$ cat src/rtl/halt_controller.sv
// Halt controller: freezes fetch on a CU HALT or an external halt request, drains the pipeline,
// holds HALTED until a resume request, then releases. Optional halt counter via HALT_STATS_EN.
module halt_controller #(
    parameter int unsigned DRAIN_CYCLES = 3,
    parameter int unsigned NUM_EXT      = 2
) (
    input  logic               clk_i,
    input  logic               rst_i,
    input  logic               is_halt_i,
    input  logic [NUM_EXT-1:0] ext_halt_req_i,
    input  logic               resume_req_i,
    output logic               freeze_o,
    output logic               halted_o,
    output logic               resume_ack_o,
    output logic [NUM_EXT:0]   halt_cause_o,
    output logic [1:0]         state_dbg_o
`ifdef HALT_STATS_EN
    ,
    output logic [15:0]        halt_count_o
`endif
);

    localparam int unsigned CNT_W = $clog2(DRAIN_CYCLES + 1);

    typedef enum logic [1:0] {
        S_RUN    = 2'd0,
        S_DRAIN  = 2'd1,
        S_HALTED = 2'd2,
        S_RESUME = 2'd3
    } state_t;

    state_t           state_q;
    logic [CNT_W-1:0] cnt_q;
    logic [NUM_EXT:0] cause_q;
    logic             halted_q;
    logic             ack_q;
    logic [NUM_EXT:0] req_vec;
    logic             any_req;

    assign req_vec = {ext_halt_req_i, is_halt_i};
    assign any_req = |req_vec;

    // Zero-latency freeze in RUN so the HALT in ID never advances; RESUME deliberately drops it.
    assign freeze_o = ((state_q == S_RUN) && any_req)
                    || (state_q == S_DRAIN)
                    || (state_q == S_HALTED);

    assign halted_o     = halted_q;
    assign resume_ack_o = ack_q;
    assign halt_cause_o = cause_q;
    assign state_dbg_o  = state_q;

    always_ff @(posedge clk_i or posedge rst_i) begin
        if (rst_i) begin
            state_q  <= S_RUN;
            cnt_q    <= '0;
            cause_q  <= '0;
            halted_q <= 1'b0;
            ack_q    <= 1'b0;
        end else begin
            case (state_q)
                S_RUN: begin
                    if (any_req) begin
                        state_q <= S_DRAIN;
                        cnt_q   <= CNT_W'(DRAIN_CYCLES - 1);
                        cause_q <= cause_q | req_vec;
                    end
                end
                S_DRAIN: begin
                    cause_q <= cause_q | req_vec;
                    // Leave on the edge where the count reaches zero, so HALTED lands DRAIN_CYCLES after acceptance.
                    if (cnt_q <= CNT_W'(1)) begin
                        state_q  <= S_HALTED;
                        cnt_q    <= '0;
                        halted_q <= 1'b1;
                    end else begin
                        cnt_q <= cnt_q - CNT_W'(1);
                    end
                end
                S_HALTED: begin
                    cause_q <= cause_q | req_vec;
                    if (resume_req_i) begin
                        state_q  <= S_RESUME;
                        halted_q <= 1'b0;
                        ack_q    <= 1'b1;
                    end
                end
                S_RESUME: begin
                    state_q <= S_RUN;
                    cause_q <= '0;
                    ack_q   <= 1'b0;
                end
                default: begin
                    state_q  <= S_RUN;
                    cnt_q    <= '0;
                    cause_q  <= '0;
                    halted_q <= 1'b0;
                    ack_q    <= 1'b0;
                end
            endcase
        end
    end

`ifdef HALT_STATS_EN
    logic [15:0] halt_count_q;

    always_ff @(posedge clk_i or posedge rst_i) begin
        if (rst_i) begin
            halt_count_q <= '0;
        end else if ((state_q == S_RUN) && any_req && (halt_count_q != 16'hFFFF)) begin
            halt_count_q <= halt_count_q + 16'd1;
        end
    end

    assign halt_count_o = halt_count_q;
`endif

endmodule

$ cat config.mk
export PLATFORM = sky130hd
export DESIGN_NAME = halt_controller
export DESIGN_NICKNAME = d
export VERILOG_FILES = /design/src/rtl/halt_controller.sv
export SDC_FILE = /design/constraint.sdc
export NUM_CORES = 1
export LEC_CHECK = 0
export ABC_AREA = 0
export CAP_MARGIN = 20
export CORE_AREA = 2 2 39 41
export CTS_CLUSTER_DIAMETER = 120
export DETAILED_ROUTE_END_ITERATION = 7
export DIE_AREA = 0 0 41 43
export PLACE_DENSITY = 0.67
export SETUP_SLACK_MARGIN = 0.1
export SYNTH_ARGS = -nofsm -noshare
export SYNTH_HDL_FRONTEND = slang
export SYNTH_SLANG_ARGS = --single-unit
$ cat constraint.sdc
create_clock -name clk_i -period 2.7 [get_ports clk_i]
set_clock_uncertainty 0.15 [all_clocks]
set_input_delay 0.54 -clock clk_i [delete_from_list [all_inputs] [get_ports clk_i]]
set_output_delay 0.54 -clock clk_i [all_outputs]
set_load 0.01 [all_outputs]
Word level (Yosys, flattened, before mapping)
Cells that the tools add are included.

operators by class
  reduce and logical (&&, ||, !) cells = 13
  order comparisons = 1
  equality and inequality tests = 6
  bitwise logic cells = 1
  muxes and demuxes = 14
  add/subtract/negate cells = 1

operators with widths
  kind                                                   number
  two-way mux 2 bit                                      5
  one-hot mux 3 bit (3 select lines)                     1
  one-hot mux 2 bit (4 select lines)                     1
  AND reduction 3 bit                                    2
  nonzero test 2 bit                                     3
  == test 2 bit, second input constant                   2
  inequality test 2 bit, second input constant           2
  one-hot mux 1 bit (2 select lines)                     2
  one-hot mux 2 bit (2 select lines)                     1
  AND reduction 2 bit                                    2
  two-way mux 1 bit                                      3
  two-way mux 3 bit                                      1
  OR 3 bit                                               1
  OR reduction 3 bit                                     1
  == test 2 x 1 -> 1 bit, second input constant          1
  <= comparator 2 x 1 -> 1 bit, second input constant    1
  zero test 2 bit                                        1
  logical OR 1 bit                                       2
  inequality test 2 x 1 -> 1 bit, second input constant  1
  OR reduction 2 bit                                     1
  subtractor 2 x 1 -> 2 bit, second input constant       1
  logical AND 1 bit                                      1

storage, ports and cells
  flip-flop bits (word level) = 9
  word-level logic and storage cells = 41
  output and inout bits = 8

Longest topological paths before layout
Gate-level depths: netlist of run 1.

  depth in word-level cells = 4
  mapped depth = 5
  gate-level depth less buffers = 5

Worst setup path after synthesis of run 1
OpenSTA, ideal clock, no wires.

  path type = input to output
  start point = in is_halt_i
  end point = out freeze_o
  slack = 0.738 ns
  path buffers = 0
  data required time = 2.010 ns
  data arrival time = 1.272 ns
  stages = 2
  cell sequence = or3_1 > a211o_2

between the ends
  cells in the longest elaborated chain, start to end = 4

RTL lines
  element             line  RTL
  from (decl)         9     input logic is_halt_i,
  OR reduction 3 bit  41    assign any_req = |req_vec;
  logical AND 1 bit   44    assign freeze_o = ((state_q == S_RUN) && any_req)
  logical OR 1 bit    45    || (state_q == S_DRAIN)
  logical OR 1 bit    46    || (state_q == S_HALTED);
  to (decl)           12    output logic freeze_o,

No other way between the ends.

Worst setup path in the final report of run 1
Ends and elaborated chain as after synthesis.

==> summary.md, run 1 <==
| Metric | Value |
|---|---|
| Clock Root Buffer | clkbuf_4 |
| PD cells | 1160 mW/mm² |
| TritonCTS clock tree | built |
| Worst vdd ir | 0.441 mV |
| Via Count | 382 |
| Crit path cell chain | clkdlybuf4s50_1, or3_4, a211o_2, buf_2 |
| Run status | finished clean |
| TritonCTS Buffers | 3 |
| Post-synth ARST share | 100% |
| Worst-Skew Late Latency | 250 ps |
| Post-synthesis sequential area ratio | 45.9% |
| Global-route wire length before repair | 1460 µm |
| Clock buffer depth | 2 |
| Final Net Count | 75 |
| RSZ-0062 raised after global routing | false |
| Final hold vios | 0 |
| Avg WL per Cell | 11.0 µm |
| Least-Margin Pin Slew | 354 ps |
| Mapped Area | 490 µm² |
| Max Fanout on Critical Path | 2 |
| Worst setup path class | input pin to output pin |
| Synth Register Bits | 9 |
| Detailed router's first-iteration violation count | 6 |
| Max transition margin | 76.4% |
| Worst path slowest cell | clkdlybuf4s50_1 |
| Die Wd | 41 µm |
| Fmax | 399 MHz |
| Synth Flop Type | dfrtp_1 |
| Worst setup SP type | input pin |
| Fin crit share | 92.8% |
| Final setup viols | 0 |
| Syn_nets | 54 |
| Grt total ovfl | 0 |
| Tot GR Track Use | 12.6% |
| Antenna Nets Post-Route | 0 |
| Via density | 4.84 |
| Pins Over Slew Limit | 0 |
| Row cnt | 14 |
| Placer Congestion | 0.674 |
| Fin util | 49.8% |
| Yosys cell types | 18 |
| Worst EP arrival | 1820 ps |
| FILL cells | 140 |
| Final WS setup | 195 ps |
| Area grow syn2layout | 40.6% |
| CP Data Required Time | 2010 ps |
| # clock sinks | 9 |
| Die Y-Extent | 43 µm |
| Multi-input gate area | 251 µm² |
| Max cap viols | 0 |
| Largest net degree at the start of global routing | 10 |
| Port buffer count | 13 |
| H-tree depth | 1 |
| Initial core utilization | 35.4% |
| # Post-CTS Setup Buffers | 0 |
| Initial antenna violation count | 0 |
| Die area | 0.00176 mm² |
| Vias in the first global route | 346 |
| Clock-pin slew on the worst setup and hold paths | 60 ps |
| Core area | 0.00138 mm² |
| Crit end category | output pin |
| DP HPWL | 674 µm |
| Mapped Cells | 43 |
| Warnings from Yosys | 0 |
| Number of detailed-route iterations in the first pass | 4 |
| Post-synth EDFFs | 0 |
| Share of layout cells above drive strength 1 | 19.0% |
| CP max stage delay | 420 ps |
| Syn_area_per_cell | 11.4 µm² |
| WL final | 870 µm |
| # DRC | 0 |
| # diodes | 0 |
| Min-Delay Path Class | flip-flop to flip-flop |
| Register area | 225 µm² |
| Fin crit period | 2510 ps |
| IO Pins | 14 |
| DP Worst Slack | -149 ps |
| Leak Pwr | 0.000315 µW |
[placed cells by master (no fill, tap or decap)]
| master | synthesis | final |
|---|---|---|
| a211o_2 | 1 | 1 |
| nor4b_4 | 1 | 1 |
| mux2_4 | 1 | 1 |
| o2bb2ai_1 | 1 | 1 |
| o21ai_0 | 4 | 4 |
| or3_4 | 0 | 1 |
| mux2i_1 | 2 | 2 |
| nand2b_1 | 1 | 1 |
| a221o_2 | 1 | 1 |
| buf_4 | 0 | 3 |
| inv_1 | 5 | 5 |
| buf_2 | 0 | 1 |
| clkbuf_1 | 0 | 1 |
| clkdlybuf4s50_1 | 0 | 12 |
| clkbuf_4 | 0 | 3 |
| nand2_1 | 3 | 3 |
| a21oi_1 | 1 | 1 |
| nor2_1 | 2 | 2 |
| o21a_1 | 3 | 3 |
| a22o_1 | 1 | 1 |
| ha_1 | 5 | 5 |
| dfrtp_1 | 9 | 9 |
| o31ai_1 | 1 | 1 |
[cells by family (layout without fill, tap and decap cells)]
kind of cell / Yosys count / after routing / synth area share, %
AOI/OAI and AO/OA: 13 / 13 / 19.1
DFF: 9 / 9 / 45.9
and+or+nand+nor: 8 / 8 / 11.2
adders and majority gates: 5 / 5 / 12.8
buffers and inverters: 5 / 25 / 3.83
muxes: 3 / 3 / 7.14
[final timing paths]
path / to / slack [ps] / depth (start not counted) / start
max in group asynchronous: halt_cause_o[1]$_DFFE_PP0P_ / 1750 / 2 / rst_i
hold / removal: halt_cause_o[1]$_DFFE_PP0P_ / 330 / 1 / halt_cause_o[1]$_DFFE_PP0P_
setup reg to reg: state_dbg_o[1]$_DFFE_PP0P_ / 870 / 5 / state_dbg_o[0]$_DFFE_PP0P_
setup / recovery: freeze_o / 190 / 4 / is_halt_i
hold reg to reg: halt_cause_o[1]$_DFFE_PP0P_ / 330 / 1 / halt_cause_o[1]$_DFFE_PP0P_
min in group asynchronous: cnt_q[1]$_DFFE_PP0P_ / 390 / 2 / rst_i
[layer usage]
layer / up-vias / wire, µm / GRT usage, %
met4: 0 / 0 / 8.00
met2: 12 / 355 / 16.3
met1: 179 / 442 / 17.8
met3: 0 / 72 / 3.14
met5: - / 0 / 0
li1: 191 / - / -
[critical path, delay by kind of cell]
family	cells	cell delay, ps
and+or+nand+nor	1	390
buffers and inverters	2	560
AOI/OAI and AO/OA	1	330
[report_power, final]
group / internal (µW) / switching (µW)
combinational: 250 / 185
sequential: 204 / 55.2
clock: 56.9 / 46.5
total: 512 / 287
[through the flow]
| step | std cells | instance area (µm²) | hold WS (ps) | power (µW) | setup TNS [ps] |
|---|---|---|---|---|---|
| CTS | 79 | 691 | 329 | 819 | 0 |
| global route | 79 | 689 | 362 | 878 | 0 |
| global placement | 75 | 663 | 318 | 707 | -154 |
| floorplan | 43 | 490 | 218 | 523 | 0 |
| detailed placement | 75 | 663 | 316 | 713 | -149 |
| finish | 79 | 689 | 332 | 798 | 0 |
[cells in the mapped netlist, drive strengths merged, types with 2 or more instances]
cell,number,area share [%]
o21ai,4,4.1
ha,5,13
dfrtp,9,46
inv,5,3.8
nand2,3,2.3
mux2i,2,4.1
nor2,2,1.5
o21a,3,4.6
[final cells by class]
cell class              instances  share of cell area, %
inverters                       5                   2.72
clock buffers                   4                   3.81
well taps                      16                   2.90
flip-flops and latches          9                   32.7
multi-input cells              29                   36.5
repair buffers                 16                   21.4
[registers in the layout (all words and copies together), names as in the netlist]
name,cells
cnt_q,2
halt_cause_o,3
halted_o,1
resume_ack_o,1
state_dbg_o,2
[repair_timing]
item / CTS / global route
hold buffers: 0 / 0
endpoints found under the setup margin: 1 / 1
cloned: 0 / 0
gates resized for setup: 3 / 2
Note: power is estimated with default switching activity, not from simulation.
==> inputs of run 2 (changes only) <==
--- a/config.mk
+++ b/config.mk
@@ -11,6 +11,7 @@
 export CTS_CLUSTER_DIAMETER = 120
 export DETAILED_ROUTE_END_ITERATION = 7
 export DIE_AREA = 0 0 41 43
+export GPL_TIMING_DRIVEN = 0
 export PLACE_DENSITY = 0.67
 export SETUP_SLACK_MARGIN = 0.1
 export SYNTH_ARGS = -nofsm -noshare
==> run 2 against run 1 <==
  * Cell area down 4.0%
  * Wire length rose by 3.3%
  * Final cell count decreased by 3.8%
  * Clock power is essentially flat
  * Worst hold slack worse by 11 ps
  * Critical endpoint unchanged
  * Largest cell class unchanged
==> summary.md, run 2 (synthesized netlist as in run 1, its figures left out) <==
| Metric | Value |
|---|---|
| Run status | finished clean |
| Worst EP arrival | 1830 ps |
| Max Fanout on Critical Path | 3 |
| R2r worst-path depth | 5 |
| DP Cell Count | 72 |
| Least-Margin Pin Slew | 346 ps |
| Layout Cells excl Fill | 76 |
| IO Pins | 14 |
| Fin crit period | 2520 ps |
| DP HPWL | 693 µm |
| Pins Over Slew Limit | 0 |
| Antenna Nets Post-Route | 0 |
| Die Y-Extent | 43 µm |
| Grt total ovfl | 0 |
| Final Instance Area | 662 µm² |
| PD cells | 1210 mW/mm² |
| Tot GR Track Use | 13.9% |
| Fin crit share | 93.3% |
| Worst setup path class | input pin to output pin |
| Vias in the first global route | 369 |
| Worst hold slack | 321 ps |
| Final hold vios | 0 |
| Leak Pwr | 0.000304 µW |
| Clock buffer depth | 2 |
| Crit end category | output pin |
| Via Count | 370 |
| Detailed router's first-iteration violation count | 3 |
| Port buffer count | 13 |
| Worst-Skew Late Latency | 260 ps |
| Via density | 4.87 |
| Avg WL per Cell | 11.8 µm |
| TritonCTS clock tree | built |
| Most frequent cells in the layout | dfrtp_1 (9), clkdlybuf4s50_1 (9), inv_1 (5), ha_1 (5) |
| Share of layout cells above drive strength 1 | 11.7% |
| Number of detailed-route iterations in the first pass | 2 |
| Sw power | 289 µW |
| Final Net Count | 72 |
| Hold Crit Endpoint | cnt_q[0]$_DFFE_PP0P_ |
| Initial core utilization | 35.4% |
| Hold Path Origin | cnt_q[0]$_DFFE_PP0P_ |
| Max cap viols | 0 |
| Clock-pin slew on the worst setup and hold paths | 60 ps |
| Total power | 800 µW |
| TritonCTS Buffers | 3 |
| R2R Path Start | state_dbg_o[0]$_DFFE_PP0P_ |
| Crit Reg-Reg Endpoint | state_dbg_o[1]$_DFFE_PP0P_ |
| Sw frac | 36.1% |
| WL final | 899 µm |
| Sequential power share | 32.1% |
| RSZ-0062 raised after global routing | false |
| Row cnt | 14 |
| Area grow syn2layout | 34.9% |
| Hold Path Stages | 1 |
| Min-Delay Path Class | flip-flop to flip-flop |
| Initial antenna violation count | 0 |
| Final setup viols | 0 |
| Max transition margin | 76.9% |
| # DRC | 0 |
| Comb power frac | 54.9% |
| Global-route wire length before repair | 1590 µm |
| CP Data Required Time | 2010 ps |
| Placer Congestion | 0.705 |
| # diodes | 0 |
| Clock Root Buffer | clkbuf_4 |
| Die Wd | 41 µm |
| Largest net degree at the start of global routing | 10 |
| FF-to-FF setup slack | 850 ps |
| Core area | 0.00138 mm² |
| Clock network power share | 13.0% |
| # Post-CTS Setup Buffers | 0 |
| Worst vdd ir | 0.506 mV |
| PostCTS Resize Cnt | 4 |
| Fmax | 397 MHz |
| Die area | 0.00176 mm² |
| Placed Instance Area | 641 µm² |
| Worst setup SP type | input pin |
| # clock sinks | 9 |
| H-tree depth | 1 |
| Hold buffers post-CTS | 0 |
| Max reg flops | 3 |
| Internal | 511 µW |
-- run 2: cell types whose count changed in the layout (fill, tap and decap cells not counted) --
cell / previous run / this run
or3_4: 1 / 0
buf_4: 3 / 0
dlygate4sd2_1: 0 / 4
or3_1: 0 / 1
buf_2: 1 / 0
clkdlybuf4s50_1: 12 / 9
-- run 2: worst max path at each step --
| stage | slack, ps | depth (start not counted) | startpoint | to |
|---|---|---|---|---|
| after floorplan | 740 | 2 | is_halt_i | freeze_o |
| after global placement | -230 | 4 | is_halt_i | freeze_o |
| after detailed placement | -240 | 4 | is_halt_i | freeze_o |
| after CTS | 170 | 4 | is_halt_i | freeze_o |
| after global routing | 110 | 4 | is_halt_i | freeze_o |
| final | 180 | 4 | is_halt_i | freeze_o |
-- run 2: power by group through the flow --
stage          clock, µW  combinational, µW  sequential, µW
5_1_grt              125                496             267
4_1_cts              109                445             258
3_3_place_gp           0                443             258
2_1_floorplan          0                245             278
3_5_place_dp           0                454             260
6_report             104                439             257
-- run 2: metrics by stage --
step / worst slack, ps / utilization [%] / setup TNS [ps]
2_1_floorplan: 738 / - / 0
3_3_place_gp: -234 / 46.3 / -234
3_5_place_dp: -236 / 46.3 / -236
4_1_cts: 172 / 47.8 / 0
5_1_grt: 112 / 47.8 / 0
6_report: 181 / 47.8 / 0
-- run 2: area by class of cell --
cell class | count | area [µm²]
clock buffers | 4 | 26.3
fillers | 142 | 722
inverters | 5 | 18.8
multi-input cells | 29 | 246
flip-flops and latches | 9 | 225
well taps | 16 | 20.0
repair buffers | 13 | 125
-- run 2: metal layers --
metal	GRT usage, %	share of wire (%)	routed length (µm)	vias to the layer above
met5	0	0	0	-
met4	8.00	0	0	0
met3	4.71	6.7	60	0
met2	19.4	47	422	12
met1	17.8	46	416	173
li1	-	-	-	185
-- run 2: critical path: stages --
cell	delay [ps]
dlygate4sd2_1	270
or3_1	400
a211o_2	330
dlygate4sd2_1	280
==> inputs of run 3 (changes only) <==
--- a/config.mk
+++ b/config.mk
@@ -7,12 +7,12 @@
 export LEC_CHECK = 0
 export ABC_AREA = 0
 export CAP_MARGIN = 20
-export CORE_AREA = 2 2 39 41
+export CORE_MARGIN = 2
+export CORE_UTILIZATION = 30
 export CTS_CLUSTER_DIAMETER = 120
 export DETAILED_ROUTE_END_ITERATION = 7
-export DIE_AREA = 0 0 41 43
 export GPL_TIMING_DRIVEN = 0
-export PLACE_DENSITY = 0.67
+export PLACE_DENSITY = 0.58
 export SETUP_SLACK_MARGIN = 0.1
 export SYNTH_ARGS = -nofsm -noshare
 export SYNTH_HDL_FRONTEND = slang
==> run 3 against run 2 <==
  * Critical path depth is the same
  * Fmax shrank 0.61%
  * Total power grew 0.41%
  * Largest cell class unchanged
  * Final cell count is the same
  * Largest power group unchanged
==> summary.md, run 3 (synthesized netlist as in run 1, its figures left out) <==
| Metric | Value |
|---|---|
| Run status | finished clean |
| Comb power frac | 54.1% |
| Max reg flops | 3 |
| DP Worst Slack | -255 ps |
| Fin util | 43.4% |
| Leak Pwr | 0.000304 µW |
| Tot GR Track Use | 11.8% |
| Placer Congestion | 0.726 |
| Die area | 0.00197 mm² |
| Clock Root Buffer | clkbuf_4 |
| TritonCTS clock tree | built |
| CP Data Required Time | 2010 ps |
| Min-Delay Path Class | flip-flop to flip-flop |
| # DRC | 0 |
| Sw frac | 36.5% |
| Most frequent cells in the layout | dfrtp_1 (9), clkdlybuf4s50_1 (9), inv_1 (5), ha_1 (5) |
| Worst hold slack | 326 ps |
| Max transition margin | 75.9% |
| Uppermost layer routed | met4 |
| Final Net Count | 72 |
| Crit path cell chain | dlygate4sd2_1, or3_1, a211o_2, dlygate4sd2_1 |
| Sw power | 293 µW |
| Row cnt | 14 |
| Port buffer count | 13 |
| Placed Instance Area | 641 µm² |
| Final hold vios | 0 |
| RSZ-0062 raised after global routing | false |
| Fin crit period | 2530 ps |
| Share of layout cells above drive strength 1 | 11.7% |
| Internal | 510 µW |
| Fmax | 395 MHz |
| Metal3 WL | 2 µm |
| Worst vdd ir | 0.593 mV |
| WL final | 940 µm |
| Max Fanout on Critical Path | 3 |
| Die Wd | 44.4 µm |
| Antenna Nets Post-Route | 0 |
| Crit end category | output pin |
| Core area | 0.00152 mm² |
| Avg WL per Cell | 12.4 µm |
| TritonCTS Buffers | 3 |
| Delay-heaviest family, CP | buffers and inverters |
| Sequential power share | 32.2% |
| Clock network power share | 13.6% |
| # diodes | 0 |
| Worst path slowest cell | or3_1 |
| Worst EP arrival | 1840 ps |
| CP most frequent cell | dlygate4sd2_1 |
| Total power | 803 µW |
| R2R Path Start | state_dbg_o[1]$_DFFE_PP0P_ |
| WL met2 | 427 µm |
| Final Instance Area | 662 µm² |
| Least-Margin Pin Slew | 362 ps |
| Largest net degree at the start of global routing | 10 |
| Hold Path Origin | cnt_q[0]$_DFFE_PP0P_ |
| Final setup viols | 0 |
| Initial antenna violation count | 0 |
| CP Buf/Inv Count | 2 |
| PostCTS Resize Cnt | 4 |
| # Post-CTS Setup Buffers | 0 |
| Area grow syn2layout | 34.9% |
| Worst setup SP type | input pin |
| Global-route wire length before repair | 1660 µm |
| Die Y-Extent | 44.4 µm |
| Pins Over Slew Limit | 0 |
| Final WS setup | 166 ps |
| WL met1 | 495 µm |
| H-tree depth | 1 |
| Clock-pin slew on the worst setup and hold paths | 70 ps |
| Hold buffers post-CTS | 0 |
| Number of detailed-route iterations in the first pass | 4 |
| IO Pins | 14 |
| Via density | 4.68 |
| Max cap viols | 0 |
| Worst-Skew Late Latency | 260 ps |
| Initial core utilization | 32.2% |
| CP Launch Point | is_halt_i |
| Worst setup path class | input pin to output pin |
| Detailed router's first-iteration violation count | 3 |
| FILL cells | 155 |
| PD cells | 1210 mW/mm² |
| Vias in the first global route | 375 |
| Fin crit share | 93.9% |
| CP max stage delay | 410 ps |
| DP HPWL | 724 µm |
| Grt total ovfl | 0 |
| Via Count | 356 |
| Clock buffer depth | 2 |
| # clock sinks | 9 |
[run 3: cell counts in the layout (fill, tap and decap cells not counted)]
No cell type changed its count.
[run 3: final timing paths]
path                                                   end  slack [ps]  cells past startpoint
worst max-delay path                              freeze_o         170                      4
worst min-delay path                  cnt_q[0]$_DFFE_PP0P_         330                      1
worst max register to register  state_dbg_o[1]$_DFFE_PP0P_         830                      5
worst min register to register        cnt_q[0]$_DFFE_PP0P_         330                      1
max in group asynchronous             cnt_q[0]$_DFFE_PP0P_        1750                      2
min in group asynchronous       state_dbg_o[1]$_DFFE_PP0P_         390                      2
[run 3: worst reg2reg max path: stages (launching register included)]
cell and delay (ps):
dfrtp_1 430, inv_1 130, ha_1 240, nor4b_4 310
a221o_2 210, mux2_4 300
[run 3: power groups by stage]
| stage | sequential (µW) | clock (µW) | combinational [µW] |
|---|---|---|---|
| after global routing | 271 | 117 | 483 |
| after floorplan | 278 | 0 | 245 |
| after detailed placement | 263 | 0 | 451 |
| final | 259 | 109 | 435 |
| after global placement | 260 | 0 | 448 |
| after CTS | 260 | 110 | 441 |
[run 3: area by class of cell]
class | instances | area [µm²] | area share, %
timing repair buffer | 13 | 125 | 18.9
sequential | 9 | 225 | 34.0
clock buffer | 4 | 26.3 | 3.97
multi-input combinational | 29 | 246 | 37.2
tap | 16 | 20.0 | 3.02
inverter | 5 | 18.8 | 2.84
[run 3: per-layer routing]
layer  vias to the layer above  track usage (%)
met2                         5             17.4
met4                         0             9.09
li1                        185                -
met5                         -                0
met3                         2             1.22
met1                       164             15.7
[run 3: metrics by stage]
stage | setup TNS [ps] | instances
after floorplan | 0 | 43
after global placement | -251 | 72
after detailed placement | -255 | 72
after CTS | 0 | 76
after global routing | 0 | 76
final | 0 | 76
